===== src/rtl/rtc_malrm_core.sv =====
// Multi-alarm real-time counter: prescaled second counter, ALRM_NUM one-shot/periodic alarms,
// sticky interrupt flags and one registered irq. Define RTC_ALRM_MASK_EN for per-bit alarm masks.
module rtc_malrm_core #(
    parameter int CNT_WIDTH  = 32,
    parameter int PSCR_WIDTH = 20,
    parameter int ALRM_NUM   = 4
) (
    input  logic                      rtc_clk_i,
    input  logic                      rtc_rst_n_i,
    input  logic                      en_i,
    input  logic [PSCR_WIDTH-1:0]     pscr_i,
    input  logic                      cnt_wr_i,
    input  logic [CNT_WIDTH-1:0]      cnt_wdata_i,
    input  logic [ALRM_NUM-1:0]       alrm_wr_i,
    input  logic [CNT_WIDTH-1:0]      alrm_wdata_i,
    input  logic [ALRM_NUM-1:0]       alrm_mode_i,
    input  logic                      sc_ie_i,
    input  logic                      ov_ie_i,
    input  logic [ALRM_NUM-1:0]       alrm_ie_i,
    input  logic [ALRM_NUM+1:0]       ista_clr_i,
`ifdef RTC_ALRM_MASK_EN
    input  logic [ALRM_NUM*CNT_WIDTH-1:0] alrm_mask_i,
`endif
    output logic                      tick_o,
    output logic [CNT_WIDTH-1:0]      cnt_o,
    output logic [ALRM_NUM-1:0]       armed_o,
    output logic [ALRM_NUM+1:0]       ista_o,
    output logic                      irq_o
);

    localparam logic [PSCR_WIDTH-1:0] PSCR_MIN = PSCR_WIDTH'(2);

    logic [PSCR_WIDTH-1:0] div_q, div_d;
    logic [CNT_WIDTH-1:0]  cnt_q, cnt_d;
    logic [ALRM_NUM+1:0]   ista_q, ista_d;
    logic                  tick_q, irq_q, irq_d;

    logic [PSCR_WIDTH-1:0] pscr_eff;
    logic                  tick_raw, tick_eff, ov_set;
    logic [CNT_WIDTH-1:0]  cnt_inc;
    logic [ALRM_NUM-1:0]   fire;
    logic [ALRM_NUM-1:0]   armed_w;

    // The >= compare makes a lowered divisor take effect on the very next cycle.
    assign pscr_eff = (pscr_i < PSCR_MIN) ? PSCR_MIN : pscr_i;
    assign tick_raw = en_i && (div_q >= pscr_eff);
    assign tick_eff = tick_raw && !cnt_wr_i;
    assign cnt_inc  = cnt_q + CNT_WIDTH'(1);
    assign ov_set   = tick_eff && (&cnt_q);

    always_comb begin
        div_d = div_q;
        if (cnt_wr_i || tick_raw) begin
            div_d = '0;
        end else if (en_i) begin
            div_d = div_q + PSCR_WIDTH'(1);
        end
    end

    always_comb begin
        cnt_d = cnt_q;
        if (cnt_wr_i) begin
            cnt_d = cnt_wdata_i;
        end else if (tick_eff) begin
            cnt_d = cnt_inc;
        end
    end

    // Set wins over a same-cycle clear on every flag bit.
    assign ista_d = (ista_q & ~ista_clr_i) | {fire, ov_set, tick_eff};
    assign irq_d  = |(ista_q & {alrm_ie_i, ov_ie_i, sc_ie_i});

    generate
        for (genvar gi = 0; gi < ALRM_NUM; gi++) begin : g_alrm
            logic [CNT_WIDTH-1:0] alrm_q;
            logic                 armed_q;
            logic                 match;

`ifdef RTC_ALRM_MASK_EN
            assign match = ((cnt_inc ^ alrm_q) & ~alrm_mask_i[gi*CNT_WIDTH +: CNT_WIDTH]) == '0;
`else
            assign match = (cnt_inc == alrm_q);
`endif
            // A write on this channel suppresses a coincident match.
            assign fire[gi]    = tick_eff && armed_q && match && !alrm_wr_i[gi];
            assign armed_w[gi] = armed_q;

            always_ff @(posedge rtc_clk_i or negedge rtc_rst_n_i) begin
                if (!rtc_rst_n_i) begin
                    alrm_q  <= '0;
                    armed_q <= 1'b0;
                end else if (alrm_wr_i[gi]) begin
                    alrm_q  <= alrm_wdata_i;
                    armed_q <= 1'b1;
                end else if (fire[gi] && !alrm_mode_i[gi]) begin
                    armed_q <= 1'b0;
                end
            end
        end
    endgenerate

    always_ff @(posedge rtc_clk_i or negedge rtc_rst_n_i) begin
        if (!rtc_rst_n_i) begin
            div_q  <= '0;
            cnt_q  <= '0;
            ista_q <= '0;
            tick_q <= 1'b0;
            irq_q  <= 1'b0;
        end else begin
            div_q  <= div_d;
            cnt_q  <= cnt_d;
            ista_q <= ista_d;
            tick_q <= tick_eff;
            irq_q  <= irq_d;
        end
    end

    assign tick_o  = tick_q;
    assign cnt_o   = cnt_q;
    assign armed_o = armed_w;
    assign ista_o  = ista_q;
    assign irq_o   = irq_q;

endmodule


===== config.mk =====
export PLATFORM = sky130hd
export DESIGN_NAME = rtc_malrm_core
export DESIGN_NICKNAME = d
export VERILOG_FILES = /design/src/rtl/rtc_malrm_core.sv
export SDC_FILE = /design/constraint.sdc
export NUM_CORES = 1
export LEC_CHECK = 0
export ABC_CLOCK_PERIOD_IN_PS = 3320
export CORE_ASPECT_RATIO = 1.25
export CORE_MARGIN = 2
export CORE_UTILIZATION = 30
export DETAILED_ROUTE_END_ITERATION = 16
export PLACE_DENSITY = 0.58
export SYNTH_ARGS = -nofsm -noshare
export SYNTH_HDL_FRONTEND = slang
export SYNTH_SLANG_ARGS = --single-unit

===== constraint.sdc =====
create_clock -name rtc_clk_i -period 3.32 [get_ports rtc_clk_i]
set_input_delay 0.996 -clock rtc_clk_i [delete_from_list [all_inputs] [get_ports rtc_clk_i]]
set_output_delay 0.996 -clock rtc_clk_i [all_outputs]
set_load 0.02 [all_outputs]

==> results.json, run 1 <==
{
  "clk_transition_reported_paths_ns": 0.08,
  "crit_path_cell_trace": "buf_8 > nor4_4 > buf_4 > nand4_1 > nor4_2 > nor2b_1 > ha_1 > nand2b_4 > a2111oi_4 > o41ai_2 > o31a_1 > buf_4 > o211a_4 > nand4b_1 > nor4_2 > a32o_1",
  "die_h_um": 227.8,
  "cts_tree": "yes",
  "tightest_slew_ns": 0.7288,
  "drive_above_1_share_pct": 24.97,
  "status": "finished, violations left",
  "critical-path-max-stage-delay_ns": 0.32,
  "antenna_found_initial": 0,
  "synth_warnings": 0,
  "rsz0062_at_grt": "true",
  "fin_nets": 1567,
  "detail-route-antenna-nets": 0,
  "routed_wl_um": 43340,
  "syn_inst": 1207,
  "ys.flop_type": "dfrtp_1",
  "firstDrtPassIters": 5,
  "gp_congestion": 0.9686,
  "drv_cap": 0,
  "place_ws_ns": -1.296,
  "grt-ovfl-total": 0,
  "row_count": 82,
  "ys_seq_elements": 192,
  "syn2layout_area_growth_pct": 31.59,
  "dp.cells": 1915,
  "clock_path_buffers": 2,
  "grt_pass1_vias": 10400,
  "leakagePower_nw": 6.266,
  "synthesis.nets": 1337,
  "avgSynthCellArea_um2": 9.956,
  "place.port_buffers": 151,
  "crit_path_max_fanout": 3,
  "synth_cell_types": 72,
  "coreArea_mm2": 0.03981,
  "relSlewSlack_pct": 50.16,
  "finalCritPeriodShare_pct": 107.9,
  "r2r_setup_slack_ns": -0.18,
  "fill_cells": 3982,
  "final_cells": 1954,
  "vdd.ir_drop.worst_mv": 0.3563,
  "final.setup.worst_slack_ns": -0.2626,
  "cp.arrival_ns": 3.92,
  "path_class": "in2reg",
  "vias": 10170,
  "finalClockSkew_ns": 0.01316,
  "cts_root_buffer": "clkbuf_16",
  "io_pins": 152,
  "hold_viol_final": 0,
  "critPathSlowestCell": "a2111oi_4",
  "grt_usage_pct": 20.99,
  "syn_area_mm2": 0.01202,
  "fin_crit_ns": 3.583,
  "hold_slack_ns": 0.4576,
  "clock_latency_ns": 0.45,
  "power_density_mw_per_mm2": 407.2,
  "end_kind": "register",
  "clock-sinks": 192,
  "yosysSeqAreaShare_pct": 39.98,
  "violations": "negative setup slack",
  "totalPowerFinal_mw": 6.439,
  "h-tree-depth": 4,
  "numCtsBuffers": 17,
  "layout_common_cells": "dfrtp_1 (192), xnor2_1 (130), clkdlybuf4s50_1 (130), buf_4 (129), mux2_2 (123)",
  "die-area_mm2": 0.04168,
  "layout_commonest_cell": "dfrtp_1",
  "avgRoutedWirePerCell_um": 22.18,
  "viasPerCell": 5.203,
  "grt_max_degree": 74,
  "holdBufCountCts": 0,
  "dieWidth_um": 183.0,
  "setup_violations": 61,
  "ys_async_sr_fraction_pct": 100.0,
  "drcViolationCount": 0,
  "start_util_pct": 30.19,
  "startpoint_type": "primary input",
  "drt_iter0_drc": 684,
  "grt_pass1_wl_um": 65360,
  "hold_class": "in2async",
  "crit_required_ns": 3.66,
  "place.detailed.hpwl_um": 33320,
  "diodes": 0,
  "synth_enable_flop_cells": 0,
  "fmax_mhz": 279.1,
  "setup_tns_ns": -12.07,
  "slew_violations": 0
}
-- cell usage after synthesis, types with 4 or more instances --
library cell    n  area [µm²]
ha_1           22       275.3
nand2_1        88       330.3
a21oi_1        24       120.1
and3_1         17       106.4
nand3_1        38       190.2
nor3_1         17       85.08
clkbuf_1       57       214.0
nor3b_1         8       60.06
xor2_1         56       490.5
o221ai_1        8       70.07
a21o_1          4       30.03
nor4b_1         4       35.03
nand4_1        28       175.2
nand4b_1        5       43.79
buf_1           6       22.52
mux2i_1         4       40.04
xnor3_1         6       135.1
a31oi_1         7       43.79
nor4_1         33       206.5
dfrtp_1       192        4805
o22ai_1         8       50.05
mux2_2        124        1396
nor2_1         64       240.2
and2_1          6       37.54
nor2b_1        13       81.33
nand3b_1        7       52.55
a211oi_1        4       30.03
buf_2           8       40.04
a2111oi_0       6       52.55
inv_1          44       165.2
and4_1          8       70.07
o21ai_0        61       305.3
nand2b_1       14       87.58
a22oi_1         4       30.03
xnor2_1       136        1191
buf_4           5       37.54
o211ai_1        9       67.56
or4_1           5       37.54
-- kinds of logic (layout without fill, tap and decap cells) --
group,after synthesis,in the layout,synth area share [%]
simple gates,374,374,17.11
xor+xnor,198,198,15.12
buf+inv,122,365,4.175
flops,192,192,39.98
fa+ha+maj,22,22,2.291
compound gates,171,171,9.371
mux,128,128,11.95
-- registers in the layout, indices dropped and copies added, names as in the netlist --
| signal | flops |
|---|---|
| cnt_o | 32 |
| irq_o | 1 |
| ista_o | 6 |
| tick_o | 1 |
| g_alrm.armed_q | 4 |
| div_q | 20 |
| g_alrm.alrm_q | 128 |
-- worst max-delay path, delay by kind of cell --
kind                     cells  cell delay (ns)
AND/OR/NAND/NOR              7             0.96
AO/OA/AOI/OAI                5             1.24
buffers and inverters        3             0.43
adder cells (fa/ha/maj)      1             0.27
-- metrics by stage --
stage / util (%) / cell area, µm²
finish: 39.72 / 15810
global route: 39.72 / 15810
CTS: 39.34 / 15660
detailed placement: 37.53 / 14940
global placement: 37.53 / 14940
floorplan: - / 12140
-- where the power goes --
group / switching (mW) / internal, mW / total (mW)
logic: 0.791 / 0.752 / 1.54
clock network: 1.02 / 1.14 / 2.16
registers: 0.209 / 2.53 / 2.74
total: 2.02 / 4.42 / 6.44
-- worst paths after layout --
| kind | startpoint | depth (start not counted) | end |
|---|---|---|---|
| hold / removal | rtc_rst_n_i | 1 | g_alrm[1].alrm_q[7] |
| setup / recovery | pscr_i[13] | 16 | ista_o[4] |
| setup reg to reg | cnt_o[0] | 12 | g_alrm[3].armed_q |
| hold reg to reg | g_alrm[2].alrm_q[0] | 1 | g_alrm[2].alrm_q[0] |
| max in group asynchronous | rtc_rst_n_i | 2 | g_alrm[2].alrm_q[31] |
| min in group rtc_clk_i | g_alrm[2].alrm_q[0] | 1 | g_alrm[2].alrm_q[0] |
-- timing repair --
action	in CTS	in global routing
endpoints found under the setup margin	63	63
resized for setup	73	32
buffers inserted	4	3
pin swaps	18	19
cloned	0	1
-- layer usage --
layer  vias to the layer above  track usage, %  share of wire [%]
met4                         0           10.10                4.4
met1                      5059           26.66                 42
li1                       4747               -                  -
met5                         -               0                  0
met3                        75           2.778                4.1
met2                       286           35.13                 49
-- final cells by class --
| type | count | area (µm²) | area share (%) |
|---|---|---|---|
| Clock inverter | 15 | 170.2 | 1.076 |
| Clock buffer | 17 | 425.4 | 2.690 |
| Tap cell | 504 | 630.6 | 3.988 |
| Inverter | 44 | 165.2 | 1.044 |
| Timing Repair Buffer | 289 | 2615 | 16.54 |
| Multi-Input combinational cell | 893 | 7002 | 44.28 |
| Sequential cell | 192 | 4805 | 30.38 |
Note: power is estimated with default switching activity, not from simulation.
==> run 2: changes to the inputs <==
--- a/config.mk
+++ b/config.mk
@@ -9,6 +9,7 @@
 export CORE_ASPECT_RATIO = 1.25
 export CORE_MARGIN = 2
 export CORE_UTILIZATION = 30
+export CTS_BUF_LIST = sky130_fd_sc_hd__clkbuf_4 sky130_fd_sc_hd__clkbuf_8
 export DETAILED_ROUTE_END_ITERATION = 16
 export PLACE_DENSITY = 0.58
 export SYNTH_ARGS = -nofsm -noshare
==> run 2 against run 1 <==
The run still ends with negative setup slack left. Critical path depth is the same. Non-clock buffer count grew 6. Fmax shrank 0.38%. First-iteration DRC count shrank 2.6%. Register-to-register slack gained 0.06 ns. Wire length grew 0.93%. Sequential power is essentially flat. Global-route usage grew 0.17 points. Hold slack lost 0.055 ns. Critical path type unchanged. Critical endpoint is now cnt_o[30].
==> results.json, run 2 (synthesis gave the netlist of run 1 again) <==
{
  "relSlewSlack_pct": 54.41,
  "firstDrtPassIters": 7,
  "fin_crit_ns": 3.596,
  "dieWidth_um": 183.0,
  "crit_path_cell_trace": "clkdlybuf4s15_1 > nor4_4 > nand4_1 > nor4_2 > nor2b_1 > ha_1 > nand2b_4 > a2111oi_4 > o41ai_2 > o31a_1 > o21ai_4 > buf_6 > buf_12 > nand2b_4 > xor2_1 > o21ai_1",
  "grt_pass1_wl_um": 65870,
  "layout_common_cells": "dfrtp_1 (192), xnor2_1 (131), clkdlybuf4s50_1 (130), buf_4 (126), mux2_2 (123)",
  "grt_usage_pct": 21.16,
  "final-seq-area_mm2": 0.004805,
  "cts_tree": "yes",
  "clock-sinks": 192,
  "startpoint_type": "primary input",
  "die-area_mm2": 0.04168,
  "row_count": 82,
  "path_class": "in2reg",
  "r2r_setup_slack_ns": -0.12,
  "top_register": "g_alrm.alrm_q",
  "place.detailed.hpwl_um": 33320,
  "crit_path_start": "pscr_i[5]",
  "hold_viol_final": 0,
  "drive_above_1_share_pct": 26.65,
  "setup_violations": 63,
  "avgRoutedWirePerCell_um": 22.31,
  "vias": 10240,
  "slew_violations": 0,
  "antenna_found_initial": 1,
  "clock_latency_ns": 0.50,
  "reg2reg_to": "ista_o[5]",
  "coreArea_mm2": 0.03981,
  "vdd.ir_drop.worst_mv": 0.2230,
  "crit_path_max_fanout": 8,
  "reg2reg_depth": 10,
  "routed_wl_um": 43750,
  "h-tree-depth": 4,
  "totalPowerFinal_mw": 5.946,
  "holdBufCountCts": 0,
  "final_util_pct": 40.07,
  "critical-path-max-stage-delay_ns": 0.37,
  "finalClockSkew_ns": 0.02043,
  "place.port_buffers": 151,
  "cts_root_buffer": "clkbuf_8",
  "power_density_mw_per_mm2": 372.8,
  "status": "finished, violations left",
  "gp_congestion": 0.9686,
  "multiInputGateArea_mm2": 0.007187,
  "rsz0062_at_grt": "true",
  "start_util_pct": 30.19,
  "io_pins": 152,
  "hold_class": "in2async",
  "layout_commonest_cell": "dfrtp_1",
  "drt_iter0_drc": 666,
  "regToRegStartpoint": "cnt_o[0]",
  "clock_path_buffers": 2,
  "critPathSlowestCell": "a2111oi_4",
  "fmax_mhz": 278.1,
  "fin_nets": 1573,
  "hold_slack_ns": 0.4024,
  "viasPerCell": 5.220,
  "cp-endpoint": "cnt_o[30]",
  "fill_cells": 3961,
  "violations": "negative setup slack",
  "tightest_slew_ns": 0.6666,
  "syn2layout_area_growth_pct": 32.74,
  "drcViolationCount": 0,
  "grt_pass1_vias": 10500,
  "largest_register_ffs": 128,
  "grt_max_degree": 74,
  "crit_required_ns": 3.70,
  "clk_transition_reported_paths_ns": 0.11,
  "final.setup.worst_slack_ns": -0.2764,
  "finalCritPeriodShare_pct": 108.3,
  "leakagePower_nw": 6.292,
  "end_kind": "register",
  "grt-ovfl-total": 0,
  "cp_common_cell": "nand2b_4",
  "cp.arrival_ns": 3.98,
  "design_area_mm2": 0.01595,
  "detail-route-antenna-nets": 0,
  "die_h_um": 227.8,
  "numCtsBuffers": 17,
  "place_area_mm2": 0.01494,
  "drv_cap": 0
}
==> run 2: per-layer routing <==
metal	part of all wire, %	routed length [µm]	GRT usage (%)	vias to the layer above
met5	0	0	0	-
met4	4.5	1968	9.800	0
met3	4.4	1912	3.065	77
met2	49	21550	35.68	286
met1	42	18310	26.65	5106
li1	-	-	-	4768
==> run 2: area by class of cell <==
type | instances | share of cell area (%)
Tap cell | 504 | 3.954
Clock buffer | 17 | 1.467
Timing Repair Buffer | 295 | 17.28
Multi-Input combinational cell | 893 | 45.06
Inverter | 44 | 1.035
Sequential cell | 192 | 30.12
Clock inverter | 15 | 1.067
Antenna cell | 1 | 0.01569
==> run 2: power by group <==
part / internal, mW / total, mW / switching, mW
sequential: 2.53 / 2.74 / 0.209
combinational: 0.760 / 1.56 / 0.803
clock: 0.693 / 1.64 / 0.952
total: 3.98 / 5.95 / 1.96
==> run 2: stage by stage <==
step	TNS, ns	setup WS [ns]	cells
after global placement	-64.37	-1.183	1915
after global routing	-23.05	-0.4485	1961
after floorplan	-11.78	-0.2973	1207
final	-12.36	-0.2764	1961
after detailed placement	-69.52	-1.296	1915
after CTS	-22.74	-0.4354	1956
==> run 2: how the worst min path moves through the flow <==
stage / startpoint / endpoint / slack, ns / cells past startpoint
finish: rtc_rst_n_i / g_alrm[1].alrm_q[7] / 0.40 / 1
global route: rtc_rst_n_i / g_alrm[2].alrm_q[7] / 0.39 / 1
CTS: rtc_rst_n_i / g_alrm[1].alrm_q[7] / 0.37 / 1
detailed placement: g_alrm[2].alrm_q[1] / g_alrm[2].alrm_q[1] / 0.52 / 1
global placement: g_alrm[0].alrm_q[5] / g_alrm[0].alrm_q[5] / 0.51 / 1
floorplan: g_alrm[0].alrm_q[5] / g_alrm[0].alrm_q[5] / 0.50 / 1
==> run 2: worst max-delay path: cells and delay by family <==
| kind | cells | cell delay (ns) |
|---|---|---|
| simple gates | 6 | 0.99 |
| fa+ha+maj | 1 | 0.27 |
| buf+inv | 3 | 0.54 |
| compound gates | 5 | 1.05 |
| xor+xnor | 1 | 0.14 |
==> run 2: repair_timing <==
item,in CTS,in global routing
setup endpoints to repair,63,63
resized for setup,100,54
buffers inserted,6,3
pin swaps,34,35
cloned,3,1
